==> config.mk <==
export PLATFORM = sky130hd
export DESIGN_NAME = pipe_scoreboard_flat
export DESIGN_NICKNAME = d
export VERILOG_FILES = /design/src/rtl/pipe_sb_if.sv /design/src/rtl/pipe_scoreboard.sv /design/src/flat_wrapper.sv
export SDC_FILE = /design/constraint.sdc
export NUM_CORES = 1
export LEC_CHECK = 0
export ABC_AREA = 0
export CAP_MARGIN = 20
export CORE_MARGIN = 5
export CORE_UTILIZATION = 35
export CTS_BUF_LIST = sky130_fd_sc_hd__clkbuf_4
export CTS_CLUSTER_DIAMETER = 200
export DETAILED_ROUTE_END_ITERATION = 8
export PLACE_DENSITY = 0.61
export SYNTH_ARGS = -nofsm -noshare
export SYNTH_HDL_FRONTEND = slang
export SYNTH_SLANG_ARGS = --single-unit
==> constraint.sdc <==
create_clock -name clk -period 3.4 [get_ports clk]
set_input_delay 0.34 -clock clk [delete_from_list [all_inputs] [get_ports clk]]
set_output_delay 0.34 -clock clk [all_outputs]
set_load 0.01 [all_outputs]
==> src/rtl/pipe_sb_if.sv <==
// pipe_sb_if: decode-to-scoreboard issue bundle (request fields in, stall/fire/forward selects out)
interface pipe_sb_if #(
    parameter int DEPTH  = 3,
    parameter int REG_AW = 5
);
    localparam int FW = $clog2(DEPTH + 1);
    logic              issue_valid;
    logic [REG_AW-1:0] issue_rs;
    logic [REG_AW-1:0] issue_rt;
    logic              issue_rs_used;
    logic              issue_rt_used;
    logic              issue_wr;
    logic [REG_AW-1:0] issue_rd;
    logic              issue_ld;
    logic              flush;
    logic              stall;
    logic              issue_fire;
    logic [FW-1:0]     fwd_a;
    logic [FW-1:0]     fwd_b;
    modport master (
        output issue_valid, issue_rs, issue_rt, issue_rs_used, issue_rt_used,
               issue_wr, issue_rd, issue_ld, flush,
        input  stall, issue_fire, fwd_a, fwd_b
    );
    modport slave (
        input  issue_valid, issue_rs, issue_rt, issue_rs_used, issue_rt_used,
               issue_wr, issue_rd, issue_ld, flush,
        output stall, issue_fire, fwd_a, fwd_b
    );
endinterface

==> src/rtl/pipe_scoreboard.sv <==
// pipe_scoreboard: in-order pipeline hazard scoreboard; define PIPE_SB_FWD_EN for forwarding (stall only on load-use)
module pipe_scoreboard #(
    parameter int DEPTH  = 3,
    parameter int REG_AW = 5,
    parameter int CNT_W  = 16
) (
    input  logic                         clk,
    input  logic                         rst,
    pipe_sb_if.slave                     sb,
    output logic [$clog2(DEPTH+1)-1:0]   inflight,
    output logic [CNT_W-1:0]             stall_cnt
);
    localparam int FW = $clog2(DEPTH + 1);

    logic [DEPTH-1:0]  valid_q, valid_d, ld_q, ld_d;
    logic [REG_AW-1:0] dst_q [DEPTH];
    logic [REG_AW-1:0] dst_d [DEPTH];
    logic [CNT_W-1:0]  stall_cnt_q, stall_cnt_d;
    logic              hit_a, hit_b, ld_a, ld_b, haz_a, haz_b, push;
    logic [FW-1:0]     idx_a, idx_b;

    // youngest pending entry matching each used, nonzero source
    always_comb begin
        hit_a = 1'b0;
        hit_b = 1'b0;
        idx_a = '0;
        idx_b = '0;
        ld_a  = 1'b0;
        ld_b  = 1'b0;
        for (int k = DEPTH - 1; k >= 0; k--) begin
            if (sb.issue_rs_used && sb.issue_rs != '0 && valid_q[k] && dst_q[k] == sb.issue_rs) begin
                hit_a = 1'b1;
                idx_a = FW'(k);
                ld_a  = ld_q[k];
            end
            if (sb.issue_rt_used && sb.issue_rt != '0 && valid_q[k] && dst_q[k] == sb.issue_rt) begin
                hit_b = 1'b1;
                idx_b = FW'(k);
                ld_b  = ld_q[k];
            end
        end
    end

`ifdef PIPE_SB_FWD_EN
    assign haz_a    = hit_a && idx_a == '0 && ld_a;
    assign haz_b    = hit_b && idx_b == '0 && ld_b;
    assign sb.fwd_a = (hit_a && !sb.stall) ? idx_a + FW'(1) : '0;
    assign sb.fwd_b = (hit_b && !sb.stall) ? idx_b + FW'(1) : '0;
`else
    logic unused_sel;
    assign unused_sel = ^{idx_a, idx_b, ld_a, ld_b};
    assign haz_a    = hit_a;
    assign haz_b    = hit_b;
    assign sb.fwd_a = '0;
    assign sb.fwd_b = '0;
`endif

    assign sb.stall      = sb.issue_valid && (haz_a || haz_b);
    assign sb.issue_fire = sb.issue_valid && !sb.stall && !sb.flush;
    assign push          = sb.issue_fire && sb.issue_wr && sb.issue_rd != '0;
    assign inflight      = FW'($countones(valid_q));
    assign stall_cnt     = stall_cnt_q;

    // shift entries every cycle, new issue or bubble into entry 0, saturating stall count
    always_comb begin
        valid_d[0] = push;
        ld_d[0]    = push && sb.issue_ld;
        dst_d[0]   = push ? sb.issue_rd : '0;
        for (int k = 1; k < DEPTH; k++) begin
            valid_d[k] = valid_q[k-1];
            ld_d[k]    = ld_q[k-1];
            dst_d[k]   = dst_q[k-1];
        end
        stall_cnt_d = (sb.stall && !sb.flush && stall_cnt_q != '1) ? stall_cnt_q + CNT_W'(1) : stall_cnt_q;
    end

    // state registers; reset wipes every entry regardless of issue/flush
    always_ff @(posedge clk) begin
        if (rst) begin
            valid_q     <= '0;
            ld_q        <= '0;
            dst_q       <= '{default: '0};
            stall_cnt_q <= '0;
        end else begin
            valid_q     <= valid_d;
            ld_q        <= ld_d;
            dst_q       <= dst_d;
            stall_cnt_q <= stall_cnt_d;
        end
    end
endmodule

==> src/flat_wrapper.sv <==
// flat-port wrapper written by rule: the top's interface ports become plain ports
module pipe_scoreboard_flat 
#(
    parameter int DEPTH  = 3,
    parameter int REG_AW = 5,
    parameter int CNT_W  = 16
)
  (clk, rst, inflight, stall_cnt, sb_issue_valid, sb_issue_rs, sb_issue_rt, sb_issue_rs_used, sb_issue_rt_used, sb_issue_wr, sb_issue_rd, sb_issue_ld, sb_flush, sb_stall, sb_issue_fire, sb_fwd_a, sb_fwd_b);
  pipe_sb_if #(.DEPTH(DEPTH), .REG_AW(REG_AW)) sb_i ();
  input  logic clk;
  input  logic rst;
  output logic [$clog2(DEPTH+1)-1:0] inflight;
  output logic [CNT_W-1:0] stall_cnt;
  input wire logic [$bits(sb_i.issue_valid)-1:0] sb_issue_valid;
  input wire logic [$bits(sb_i.issue_rs)-1:0] sb_issue_rs;
  input wire logic [$bits(sb_i.issue_rt)-1:0] sb_issue_rt;
  input wire logic [$bits(sb_i.issue_rs_used)-1:0] sb_issue_rs_used;
  input wire logic [$bits(sb_i.issue_rt_used)-1:0] sb_issue_rt_used;
  input wire logic [$bits(sb_i.issue_wr)-1:0] sb_issue_wr;
  input wire logic [$bits(sb_i.issue_rd)-1:0] sb_issue_rd;
  input wire logic [$bits(sb_i.issue_ld)-1:0] sb_issue_ld;
  input wire logic [$bits(sb_i.flush)-1:0] sb_flush;
  output wire logic [$bits(sb_i.stall)-1:0] sb_stall;
  output wire logic [$bits(sb_i.issue_fire)-1:0] sb_issue_fire;
  output wire logic [$bits(sb_i.fwd_a)-1:0] sb_fwd_a;
  output wire logic [$bits(sb_i.fwd_b)-1:0] sb_fwd_b;
  assign sb_i.issue_valid = sb_issue_valid;
  assign sb_i.issue_rs = sb_issue_rs;
  assign sb_i.issue_rt = sb_issue_rt;
  assign sb_i.issue_rs_used = sb_issue_rs_used;
  assign sb_i.issue_rt_used = sb_issue_rt_used;
  assign sb_i.issue_wr = sb_issue_wr;
  assign sb_i.issue_rd = sb_issue_rd;
  assign sb_i.issue_ld = sb_issue_ld;
  assign sb_i.flush = sb_flush;
  assign sb_stall = sb_i.stall;
  assign sb_issue_fire = sb_i.issue_fire;
  assign sb_fwd_a = sb_i.fwd_a;
  assign sb_fwd_b = sb_i.fwd_b;
  pipe_scoreboard #(.DEPTH(DEPTH), .REG_AW(REG_AW), .CNT_W(CNT_W)) u_core (.clk(clk), .rst(rst), .sb(sb_i), .inflight(inflight), .stall_cnt(stall_cnt));
endmodule
### After elaboration in Yosys (flattened, before gate mapping)

Index checks and enable logic that the tools add are counted.

| cells by class | value |
|---|---|
| add/subtract/negate cells | 3 |
| magnitude comparators | 0 |
| shift operators | 0 |
| divide/modulo/power cells | 0 |
| equal/unequal tests | 7 |
| bitwise operators | 1 |
| reduce and logical (&&, ||, !) cells | 28 |
| multipliers | 0 |
| muxes and demuxes | 6 |

Operator list:

| operator | number |
|---|---|
| 5-bit == test | 6 |
| 1-bit logical AND | 21 |
| 16-bit by 1-bit adder with 16-bit output (second input constant) | 1 |
| 16-bit != test (second input constant) | 1 |
| 5-bit nonzero test | 3 |
| 1-bit two-way mux | 6 |
| 1-bit by 1-bit adder with 2-bit output | 1 |
| 2-bit by 1-bit adder with 2-bit output | 1 |
| 1-bit zero test | 2 |
| 2-bit OR reduction | 1 |
| 1-bit logical OR | 1 |
| 1-bit inverter | 1 |

| storage, ports and cells | value |
|---|---|
| register bits after elaboration | 34 |
| bits in writable memories | 0 |
| latch bits | 0 |
| memories kept | 0 |
| input port bits | 23 |
| bits in read-only memories | 0 |
| logic and storage cells | 50 |

### Depth between registers and ports, before layout

Gate-level depths: netlist of run 1.

| logic depth | value |
|---|---|
| depth in word-level cells | 16 |
| depth in mapped cells | 9 |
| gate-level depth less buffers | 7 |

### Worst setup path after synthesis of run 1

Ideal clock, no wire load.

| path | value |
|---|---|
| kind | input to output |
| from | input sb_issue_rs[1] |
| to | output sb_issue_fire |
| arrival | 1.761 ns |
| slack | 1.299 ns |
| data required time | 3.060 ns |
| cell stages on the path | 7 |
| path buffers | 2 |
| cells stage by stage | or4_1 o21ai_0 a31oi_1 nor2_1 buf_2 buf_2 and2_1 |

| on the way | value |
|---|---|
| word-level cells in the longest chain between the ends | 12 |

Ends and longest elaborated chain:

| item | RTL line | source |
|---|---|---|
| from (decl) | flat_wrapper.sv:15 | `input wire logic [$bits(sb_i.issue_rs)-1:0] sb_issue_rs;` |
| 5-bit nonzero test | pipe_scoreboard.sv:31 | `if (sb.issue_rs_used && sb.issue_rs != '0 && valid_q[k] && dst_q[k] == sb.issue_rs) begin` |
| 1-bit logical AND (3 in series) | pipe_scoreboard.sv:31 |  |
| 1-bit two-way mux (2 in series) | pipe_scoreboard.sv:31 |  |
| 1-bit two-way mux * | pipe_scoreboard.sv:31 |  |
| 1-bit logical OR * | pipe_scoreboard.sv:58 | `assign sb.stall = sb.issue_valid && (haz_a \|\| haz_b);` |
| 1-bit logical AND * | pipe_scoreboard.sv:58 |  |
| 1-bit zero test * | pipe_scoreboard.sv:59 | `assign sb.issue_fire = sb.issue_valid && !sb.stall && !sb.flush;` |
| 1-bit logical AND * (2 in series) | pipe_scoreboard.sv:59 |  |
| to (decl) | flat_wrapper.sv:24 | `output wire logic [$bits(sb_i.issue_fire)-1:0] sb_issue_fire;` |

Every way passes the cells marked *; elsewhere a longest branch is shown, timed or not.

### Worst setup path after layout of run 1

| path | value |
|---|---|
| from | input sb_issue_rt[0] |
| to | output sb_issue_fire |

| on the way | value |
|---|---|
| word-level cells in the longest chain between the ends | 12 |

Ends and longest elaborated chain:

| item | RTL line | source |
|---|---|---|
| from (decl) | flat_wrapper.sv:16 | `input wire logic [$bits(sb_i.issue_rt)-1:0] sb_issue_rt;` |
| 5-bit nonzero test | pipe_scoreboard.sv:36 | `if (sb.issue_rt_used && sb.issue_rt != '0 && valid_q[k] && dst_q[k] == sb.issue_rt) begin` |
| 1-bit logical AND (3 in series) | pipe_scoreboard.sv:36 |  |
| 1-bit two-way mux (2 in series) | pipe_scoreboard.sv:36 |  |
| 1-bit two-way mux * | pipe_scoreboard.sv:36 |  |
| 1-bit logical OR * | pipe_scoreboard.sv:58 |  |
| 1-bit logical AND * | pipe_scoreboard.sv:58 |  |
| 1-bit zero test * | pipe_scoreboard.sv:59 |  |
| 1-bit logical AND * (2 in series) | pipe_scoreboard.sv:59 |  |

Marks and branches as above.

==> results of run 1 <==
-- worst paths after layout --
path | start | end | slack [ps] | cells after the start
max | sb_issue_rt[0] | sb_issue_fire | 390 | 7
min | u_core.stall_cnt[5] | u_core.stall_cnt[5] | 500 | 2
max reg2reg | u_core.dst_d[5] | u_core.stall_cnt[8] | 1040 | 8
min reg2reg | u_core.stall_cnt[5] | u_core.stall_cnt[5] | 500 | 2
-- worst max-delay path, cell delays in order --
cell and delay, ps:
clkdlybuf4s50_1 510, or4_1 540, o21ai_0 270, a31oi_1 80
nor2_1 220, and2_1 170, clkdlybuf4s50_1 530
-- power by group --
group	switching (mW)	internal (mW)	leakage [nW]	total, mW
Sequential	0.00297	0.401	0.274	0.404
Clock	0.146	0.154	0.0374	0.300
Combinational	0.0364	0.0401	0.517	0.0765
Total	0.185	0.595	0.828	0.781
-- cell families (layout without fill, tap and decap cells) --
logic type	count (synthesis)	count (layout)
DFF	34	34
adders and majority gates	2	2
other	1	4
buffers and inverters	17	55
muxes	5	5
and+or+nand+nor	86	86
xor gates and xnor gates	30	30
AOI/OAI and AO/OA	27	27
-- flip-flops by register name, summed over array words and instances (netlist names) --
name	count
u_core.dst_q	5
u_core.dst_d	10
u_core.stall_cnt	16
u_core.valid_q	3
-- metal layers --
layer / up-vias / part of all wire [%] / routed length [um] / track usage (%)
met5: - / 0 / 0 / 0
met4: 0 / 2.5 / 101 / 5.98
met3: 10 / 5.0 / 204 / 3.40
met2: 43 / 46 / 1900 / 20.9
met1: 718 / 46 / 1900 / 17.2
li1: 784 / - / - / -
-- stage by stage --
step	hold slack, ps	std cells	total power [mW]	cell area (sq um)
after floorplan	462	205	0.450	1820
after global placement	482	305	0.489	2260
after detailed placement	487	305	0.490	2260
after CTS	503	313	0.790	2340
after global routing	540	313	0.815	2340
final	496	313	0.781	2340
-- layout make-up --
type	instances	area, sq um	area share (%)
Tap cell	70	87.6	3.74
Timing Repair Buffer	44	433	18.5
Inverter	3	11.3	0.481
Multi-Input combinational cell	154	1040	44.7
Sequential cell	34	681	29.1
Clock inverter	3	45.0	1.93
Clock buffer	5	37.5	1.60
-- cell usage after synthesis, drive strengths merged, types with 2 or more instances --
cell type,instances,area [sq um]
dfxtp,34,681
xor2,24,210
nor2b,17,106
or4,13,97.6
nand3,12,60.1
a21oi,11,55.1
buf,11,72.6
nor2,10,37.5
nor4,10,62.6
o31ai,10,88.8
and2,8,50.1
nand2,7,26.3
xnor2,6,52.6
mux2,5,56.3
o21ai,4,20.0
clkbuf,3,11.3
inv,3,11.3
a31oi,2,12.5
and3,2,12.5
nand4,2,12.5
-- cells in the final DEF, fill, tap and decap left out --
master / n
or4_1: 13
nor3_1: 1
and3_1: 2
dfxtp_1: 34
fa_1: 1
o31ai_1: 9
nor3b_1: 1
o31ai_4: 1
nor2_1: 10
a31oi_1: 2
and4_1: 1
xor2_1: 24
nand4_1: 2
nor4_1: 10
nand3_1: 12
a21oi_1: 11
mux2_2: 4
or3b_2: 1
nand2_1: 7
nor2b_1: 17
bufinv_16: 1
clkdlybuf4s50_1: 41
o21ai_1: 1
ha_1: 1
inv_1: 3
or3_1: 1
clkbuf_4: 5
o21ai_0: 3
clkinvlp_4: 2
buf_4: 3
mux2_1: 1
conb_1: 4
xnor2_1: 6
and2_1: 8
==> results.toml, run 1 <==
[route]
detail-route-antenna-nets = 0
drc = 0
wl_per_cell_um = 13.1
wl_um = 4110
drt-initial-drc-count = 62
via_per_inst = 4.97
first_pass_iters = 4
num_vias = 1555

[layout]
fin_util_pct = 46.1
diodes = 0
synthToLayoutAreaGrowth_pct = 29.3
nets = 267
n_fill_cell = 547
drive_above_1_share_pct = 7.00

[critical_path]
cp-start-kind = "primary input"
endpoint_kind = "output pin"
worstSetupPathType = "primary input to output pin"
arrival_ps = 2670
crit_required_ps = 3060
crit_fanout = 4

[cts]
cts-resized-gates = 0
root_buffer = "clkbuf_4"
cts_buffers = 5
htreeDepth = 2
clock_latency_ps = 340
cts_buffer_depth = 2
clock-sinks = 34
postCtsSetupRepairBufs = 0
clkSlewWorstSetupHoldPaths_ps = 110
cts_tree = "yes"
postCtsHoldBufs = 0

[placement]
port_buffers = 41
gp_congestion = 0.868
dp_hpwl_um = 3140
post-place-ws_ps = 420

[timing]
setup_viol = 0
fin_ws_ps = 385
tightest_slew_ps = 615
slew-limit-headroom_pct = 58.9
drv_slew = 0
final_hold_viol_count = 0
timing.final.crit_period_ps = 3010
fmax_mhz = 332
rsz0062_at_grt = "no"
fin_skew_ps = 8.30
tns_ps = 0
final.period_utilization_pct = 88.7

[floorplanning]
start_util_pct = 35.7
die_area_sq_um = 6710
rows = 26
dieHeight_um = 81.9
die_w_um = 81.9
num_io_pins = 47
core_area_sq_um = 5070

[global_route]
grt_overflow = 0
grt_pass1_vias = 1485
grt_start_max_net_pins = 29
track_usage_pct = 13.4
grt_pass1_wl_um = 6870
antenna_found_initial = 0

[synthesis]
synthMuxAreaShare_pct = 3.11
yosysWarnings = 0
synth_ff_type = "dfxtp_1"
synth-seq-cells = 34
yosys.cell_types.count = 34
synth-compound-area-share_pct = 9.75
synth_top_family_by_area = "simple AND/OR/NAND/NOR gates"
avgSynthCellArea_sq_um = 8.96
yosysSeqAreaShare_pct = 37.6
synth_xor_area_share_pct = 14.5
syn_area_sq_um = 1810
ys_async_sr_fraction_pct = 0
yosys.area_share.simple_pct = 27.7
synth_fa_ha_area_share_pct = 1.80
synth_edf_count = 0
netlist_instances = 202

[power]
p_leak_nw = 0.828
ir_drop_uv = 154
powerDensity_nw_per_um2 = 334

[run_status]
status = "finished clean"

[worst_hold_path]
min_path_type = "flip-flop to flip-flop"

[flow_run]
maxCapViolations = 0
No activity file was read; power rests on OpenSTA's default activity.
==> run 2, diff against run 1 <==
--- a/config.mk
+++ b/config.mk
@@ -13,6 +13,7 @@
 export CTS_CLUSTER_DIAMETER = 200
 export DETAILED_ROUTE_END_ITERATION = 8
 export PLACE_DENSITY = 0.61
+export SLEW_MARGIN = 20
 export SYNTH_ARGS = -nofsm -noshare
 export SYNTH_HDL_FRONTEND = slang
 export SYNTH_SLANG_ARGS = --single-unit
==> results of run 2 <==
The final DEF is identical to that of run 1; final timing and power are the same.
